$ cat src/rtl/fifo_rd_packer.sv
// Read-side packer: pops FIFO words and packs PACK_RATIO of them, little-endian,
// into one wide beat on a valid/ready output; FLUSH closes a partial beat.
//
// state  | meaning
// S_FILL | collecting words into the lane buffer, o_out_valid=0
// S_HOLD | beat presented on the output, waiting for o_out_valid & i_out_ready
module fifo_rd_packer #(
  parameter int DATA_WIDTH = 8,
  parameter int PACK_RATIO = 4,
  parameter int CNT_W      = $clog2(PACK_RATIO + 1)
) (
  input  logic                             i_clk,
  input  logic                             i_rst,
  input  logic                             i_empty,
  input  logic [DATA_WIDTH-1:0]            i_rd_data,
  output logic                             o_r_inc,
  input  logic                             i_flush,
  output logic [DATA_WIDTH*PACK_RATIO-1:0] o_out_data,
  output logic [CNT_W-1:0]                 o_out_cnt,
  output logic                             o_out_last,
  output logic                             o_out_valid,
  input  logic                             i_out_ready
);

  typedef enum logic {S_FILL, S_HOLD} state_t;

  localparam int OUT_W = DATA_WIDTH * PACK_RATIO;

  state_t                  r_state;
  logic [CNT_W-1:0]        r_cnt;
  logic [OUT_W-1:0]        r_data;
  logic [CNT_W-1:0]        r_out_cnt;
  logic                    r_out_last;
  logic                    r_valid;

  logic                    w_pop;
  logic [CNT_W-1:0]        w_cnt_next;
  logic                    w_full;

  // Popping during HOLD only when the beat leaves this cycle keeps the FIFO side bubble-free.
  assign w_pop = !i_rst && !i_empty &&
                 ((r_state == S_FILL) || ((r_state == S_HOLD) && i_out_ready));

  assign w_cnt_next = r_cnt + CNT_W'(1);
  assign w_full     = (w_cnt_next == CNT_W'(PACK_RATIO));

  always_ff @(posedge i_clk) begin
    if (i_rst) begin
      r_state    <= S_FILL;
      r_cnt      <= '0;
      r_data     <= '0;
      r_out_cnt  <= '0;
      r_out_last <= 1'b0;
      r_valid    <= 1'b0;
    end else begin
      case (r_state)
        S_FILL: begin
          if (w_pop) begin
            for (int l = 0; l < PACK_RATIO; l++) begin
              if (r_cnt == CNT_W'(l)) begin
                r_data[l*DATA_WIDTH +: DATA_WIDTH] <= i_rd_data;
              end
            end
            if (w_full) begin
              // A flush coinciding with the final pop only marks the full beat as last.
              r_state    <= S_HOLD;
              r_valid    <= 1'b1;
              r_out_cnt  <= CNT_W'(PACK_RATIO);
              r_out_last <= i_flush;
              r_cnt      <= '0;
            end else if (i_flush) begin
              r_state    <= S_HOLD;
              r_valid    <= 1'b1;
              r_out_cnt  <= w_cnt_next;
              r_out_last <= 1'b1;
              r_cnt      <= '0;
            end else begin
              r_cnt <= w_cnt_next;
            end
          end else if (i_flush && (r_cnt != '0)) begin
            r_state    <= S_HOLD;
            r_valid    <= 1'b1;
            r_out_cnt  <= r_cnt;
            r_out_last <= 1'b1;
            r_cnt      <= '0;
          end
        end
        S_HOLD: begin
          if (i_out_ready) begin
            r_state    <= S_FILL;
            r_valid    <= 1'b0;
            r_out_cnt  <= '0;
            r_out_last <= 1'b0;
            if (w_pop) begin
              r_data <= {{(OUT_W-DATA_WIDTH){1'b0}}, i_rd_data};
              r_cnt  <= CNT_W'(1);
            end else begin
              r_data <= '0;
              r_cnt  <= '0;
            end
          end
        end
        default: begin
          r_state <= S_FILL;
        end
      endcase
    end
  end

  assign o_r_inc     = w_pop;
  assign o_out_data  = r_data;
  assign o_out_cnt   = r_out_cnt;
  assign o_out_last  = r_out_last;
  assign o_out_valid = r_valid;

endmodule
$ cat config.mk
export PLATFORM = sky130hd
export DESIGN_NAME = fifo_rd_packer
export DESIGN_NICKNAME = d
export VERILOG_FILES = /design/src/rtl/fifo_rd_packer.sv
export SDC_FILE = /design/constraint.sdc
export NUM_CORES = 1
export LEC_CHECK = 0
export BUFFER_PORTS_ARGS = -buffer_cell sky130_fd_sc_hd__buf_2
export CORE_UTILIZATION = 45
export CTS_CLUSTER_DIAMETER = 60
export DETAILED_ROUTE_END_ITERATION = 8
export PLACE_DENSITY_LB_ADDON = 0.1
export SLEW_MARGIN = 20
export SYNTH_ARGS = -nofsm -noshare
export SYNTH_HDL_FRONTEND = slang
export SYNTH_SLANG_ARGS = --single-unit
$ cat constraint.sdc
create_clock -name i_clk -period 3.3 [get_ports i_clk]
set_input_delay 0.165 -clock i_clk [delete_from_list [all_inputs] [get_ports i_clk]]
set_output_delay 0.165 -clock i_clk [all_outputs]
set_load 0.05 [all_outputs]
# Yosys cells after proc, flatten, opt, wreduce, memory -nomap -nowiden
# Index checks and enable logic that the tools add are counted.
[word_totals] register_bits=41 in_bits=13 output_inout_bits=38 wordCells=74
[classes] n_addsub=1 n_eq_ne=12 mux=36 bitwise=1 n_reduce_logical=15
[op_table] cell="two-way mux 32 bit" count=2
[op_table] cell="case mux 32 bit (2 select lines)" count=1
[op_table] cell="two-way mux 8 bit" count=5
[op_table] cell="two-way mux 3 bit" count=10
[op_table] cell="AND reduction 3 bit" count=5
[op_table] cell="two-way mux 1 bit" count=13
[op_table] cell="case mux 3 bit (2 select lines)" count=2
[op_table] cell="!= test 2 x 1 -> 1 bit, second input constant" count=4
[op_table] cell="== test 3 x 2 -> 1 bit, second input constant" count=2
[op_table] cell="case mux 1 bit (2 select lines)" count=3
[op_table] cell="logical AND 1 bit" count=4
[op_table] cell="!= test 2 bit, second input constant" count=2
[op_table] cell="!= test 4 bit, second input constant" count=1
[op_table] cell="adder 3 x 1 -> 3 bit, second input constant" count=1
[op_table] cell="== test 3 x 1 -> 1 bit, second input constant" count=1
[op_table] cell="== test 3 bit, second input constant" count=1
[op_table] cell="zero test 3 bit" count=1
[op_table] cell="!= test 3 x 2 -> 1 bit, second input constant" count=1
[op_table] cell="nonzero test 3 bit" count=1
[op_table] cell="zero test 1 bit" count=2
[op_table] cell="AND reduction 2 bit" count=1
[op_table] cell="logical OR 1 bit" count=1
[op_table] cell="NOT 1 bit" count=1

# Logic depth before layout (Yosys ltp)
[depth] ltp_word=6 mapped_depth=7 mapped_depth_nobuf=6

# Least setup slack after synthesis
# Ideal clock, no wire load.
[synth_timing] path_type="reg2reg" start="reg r_cnt[0]" end="reg r_out_cnt[0], in the netlist o_out_cnt[0]" setup_time_ns=0.072 t_arrival_ns=1.342 required_ns=3.228 setup_slack_ns=1.886 stages_incl_launch_ff=7 path_buffers=0 period_less_slack_ns=1.414 cell_sequence="dfxtp_1 inv_1 ha_1 nand2b_4 o21ai_0 a21oi_1 mux2i_1"
[synth_between] elab_chain_cells=5 elab_cells_between_ends=12 cone_classes="add/sub: 1; eq/ne: 3; mux: 5; reduce/logical: 3"
[synth_rtl] item="start: declaration" line_no="30" rtl="logic [CNT_W-1:0] r_cnt;"
[synth_rtl] item="start signal: assignment" line_no="78" rtl="r_cnt <= w_cnt_next;"
[synth_rtl] item="adder 3 x 1 -> 3 bit" line_no="44" rtl="assign w_cnt_next = r_cnt + CNT_W'(1);"
[synth_rtl] item="== test 3 bit / two-way mux 3 bit (equally long branches)" line_no="45, 71"
[synth_rtl] item="two-way mux 3 bit" line_no="64" rtl="if (w_full) begin"
[synth_rtl] item="two-way mux 3 bit" line_no="58" rtl="if (w_pop) begin"
[synth_rtl] item="case mux 3 bit (2 select lines)" line_no="56" rtl="case (r_state)"
[synth_rtl] item="end signal: assignment" line_no="68" rtl="r_out_cnt <= CNT_W'(PACK_RATIO);"
[synth_rtl] item="end signal: assignment" line_no="74" rtl="r_out_cnt <= w_cnt_next;"
[synth_rtl] item="end signal: assignment" line_no="83" rtl="r_out_cnt <= r_cnt;"
[synth_rtl] item="end: declaration" line_no="32" rtl="logic [CNT_W-1:0] r_out_cnt;"
# Several ways; a longest one is shown, not always the timed one. The select of a mux whose other input is x is not followed.
# A chain may end at the register's enable or synchronous reset.

# Worst setup path after layout
[layout_timing] start="reg r_state" end="out o_r_inc"
[layout_between] elab_chain_cells=3 elab_cells_between_ends=4 cone_classes="bitwise: 1; reduce/logical: 3"
[layout_rtl] item="start: declaration" line_no="29" rtl="state_t r_state;"
[layout_rtl] item="start signal: assignment" line_no="49" rtl="r_state <= S_FILL;"
[layout_rtl] item="start signal: assignment" line_no="66" rtl="r_state <= S_HOLD;"
[layout_rtl] item="start signal: assignment" line_no="72" rtl="r_state <= S_HOLD;"
[layout_rtl] item="logical AND 1 bit / NOT 1 bit (equally long branches)"
[layout_rtl] item="logical OR 1 bit (*)" line_no="42" rtl="((r_state == S_FILL) || ((r_state == S_HOLD) && i_out_ready));"
[layout_rtl] item="logical AND 1 bit (*)" line_no="41" rtl="assign w_pop = !i_rst && !i_empty &&"
[layout_rtl] item="end: declaration" line_no="16" rtl="output logic o_r_inc,"
# Every way passes the cells marked *; elsewhere a longest branch is shown, timed or not.

==> reports/qor.csv <==
stage,metric,value,unit
outcome,status,"finished, final reports clean",
critical_path,critPathRequiredTime,3130,ps
logic_synthesis,synthTopCellsByArea,"dfxtp_1 (48%), a22o_1 (9.1%), ha_1 (5.1%), nand3_1 (4.6%), nand2_1 (3.9%)",
logic_synthesis,syn_inst,178,
die,die_y,63.9,um
timing,setup_ws,1610,ps
die,placementRows,22,
final_layout,diodes,0,
die,dieArea,0.00409,mm^2
routing,drt_wl_total,3890,um
cts,cts_tree,yes,
critical_path,crit_arrival,1530,ps
final_layout,fin_nets,247,
logic_synthesis,syn_area,0.00173,mm^2
routing,dr.first_iter.drc_count,49,
cts,cts_inserted_buffers,5,
timing,finalHoldViolCount,0,
cts,clockBufferDepth,2,
timing,fmax,591,MHz
grt,track_usage,20.4,%
placed_design,dp_hpwl,2940,um
grt,grt_antenna_before_repair,0,
timing,finalClockSkew,3.04,ps
logic_synthesis,synth_warnings,0,
power_and_ir_drop,ir_drop,0.283,mV
logic_synthesis,synth-seq-cells,41,
logic_synthesis,synth_top_area_cell,dfxtp_1,
cts,cts_sinks,41,
logic_synthesis,synthArstFlopShare,0,%
logic_synthesis,synthTopCellsByCount,"dfxtp_1 (41), a22o_1 (18), nand2_1 (18)",
hold_path,hold_path_class,input port to flop,
cts,htreeDepth,2,
job,cap_viol_max_count,0,
logic_synthesis,synth_edf_count,0,
logic_synthesis,yosysMostFrequentCell,dfxtp_1,
timing,drv_slew,0,
placed_design,place_ws,1680,ps
grt,grt_first_pass_wirelength,6310,um
critical_path,worst_setup_path_end_kind,output port,
final_layout,multiInputGateArea,818,um^2
cts,path_clk_slew,70,ps
grt,grt_max_degree,26,
logic_synthesis,syn_avg_cell_area,9.69,um^2
timing,fin_crit,1690,ps
critical_path,cp_max_fo,12,
final_layout,syn_to_final_growth,19.3,%
cts,ctsHoldBuffers,0,
placed_design,io_buffers,50,
timing,rsz0062_at_grt,no,
cts,cts_root_buffer,clkbuf_8,
timing,tns,0,ps
critical_path,crit_path_start_kind,flop,
cts,cts-resized-gates,0,
routing,route.vias.total,1447,
logic_synthesis,ys_types,33,
routing,wire_per_inst,14.1,um
grt,grt-ovfl-total,0,
critical_path,r2r_slack,1640,ps
logic_synthesis,yosys.area.top_type_share,47.6,%
final_layout,drive_gt1_share,27.8,%
final_layout,register_area,821,um^2
logic_synthesis,synth-seq-area-share,47.6,%
routing,via_per_inst,5.26,
die,io_pins,51,
routing,ant_nets,0,
power_and_ir_drop,power_leakage,0.935,nW
logic_synthesis,synth_nets,198,
power_and_ir_drop,powerDensity,483,mW/mm^2
timing,tightestPinTransition,708,ps
die,die_w,63.9,um
final_layout,fill_cells,352,
routing,dr.pass1.iters,5,
die,core-area,0.00366,mm^2
timing,setup_violations,0,
cts,post_cts_buffers,0,
die,start_util,47.1,%
critical_path,path_class,flop to output port,
logic_synthesis,synth_ff_type,dfxtp_1,
placed_design,place_congestion,0.783,
timing,slew_headroom,52.6,%
timing,period_share,51.3,%
cts,clock_latency,280,ps
grt,grt_pass1_vias,1371,
routing,drcViolationCount,0,
[final cells by class]
class,count,area share [%]
Sequential cell,41,39.9
Timing Repair Buffer,50,12.2
Multi-Input combinational cell,123,39.8
Clock buffer,7,4.19
Inverter,6,1.09
Tap cell,48,2.92
[stage by stage]
| stage | power (mW) | std cells | instance area (um^2) | hold WS, ps | utilization (%) |
|---|---|---|---|---|---|
| after CTS | 1.01 | 275 | 2060 | 152 | 56.2 |
| final | 0.993 | 275 | 2060 | 157 | 56.2 |
| after global placement | 0.682 | 268 | 1970 | 445 | 53.9 |
| after detailed placement | 0.685 | 268 | 1970 | 453 | 53.9 |
| after floorplan | 0.648 | 178 | 1730 | 295 | - |
| after global routing | 1.04 | 275 | 2060 | 159 | 56.2 |
[logic make-up after synthesis]
| kind of cell | Yosys count | synth area share, % |
|---|---|---|
| buffers and inverters | 14 | 5.00 |
| muxes | 3 | 1.74 |
| xor gates and xnor gates | 1 | 0.508 |
| adders and majority gates | 7 | 5.08 |
| AOI/OAI and AO/OA | 51 | 20.6 |
| and+or+nand+nor | 61 | 19.5 |
| DFF | 41 | 47.6 |
[per-layer routing]
metal | wire [um] | global-route usage (%) | vias up
li1 | - | - | 726
met1 | 1640 | 22.7 | 666
met2 | 1980 | 35.6 | 48
met3 | 206 | 6.43 | 7
met4 | 54 | 7.95 | 0
met5 | 0 | 0 | -
[layout by cell type (no fill, tap or decap), types with 6 or more instances in the layout]
cell      instances
inv_1             6
dfxtp_1          41
nand2b_1          9
nand2_1          18
o21ai_0          10
a22o_1           18
nand3_1          16
clkbuf_8          6
ha_1              7
buf_2            50
a21oi_1          13
[report_power, final]
part           internal, mW  switching (mW)
clock network         0.166           0.154
registers             0.511          0.0121
logic                0.0420           0.108
[final timing paths]
check | from | endpoint | cells past startpoint
worst max-delay path | r_state$_SDFF_PP0_ | o_r_inc | 4
worst min-delay path | i_rd_data[1] | o_out_data[25]$_SDFFE_PP0P_ | 3
worst max register to register | r_state$_SDFF_PP0_ | o_out_data[19]$_SDFFE_PP0P_ | 3
worst min register to register | o_out_cnt[0]$_SDFFE_PP0P_ | o_out_cnt[0]$_SDFFE_PP0P_ | 2
[worst max-delay path: stages (launching register included)]
cell and delay, ps:
dfxtp_1 650, nand2b_1 170, nand2_1 170, inv_1 50
buf_2 200
[sequential cells by signal, indices dropped and copies added (netlist names)]
signal       cells
o_out_cnt        3
o_out_data      32
o_out_last       1
o_out_valid      1
r_cnt            3
r_state          1
Note: power is estimated with default switching activity, not from simulation.
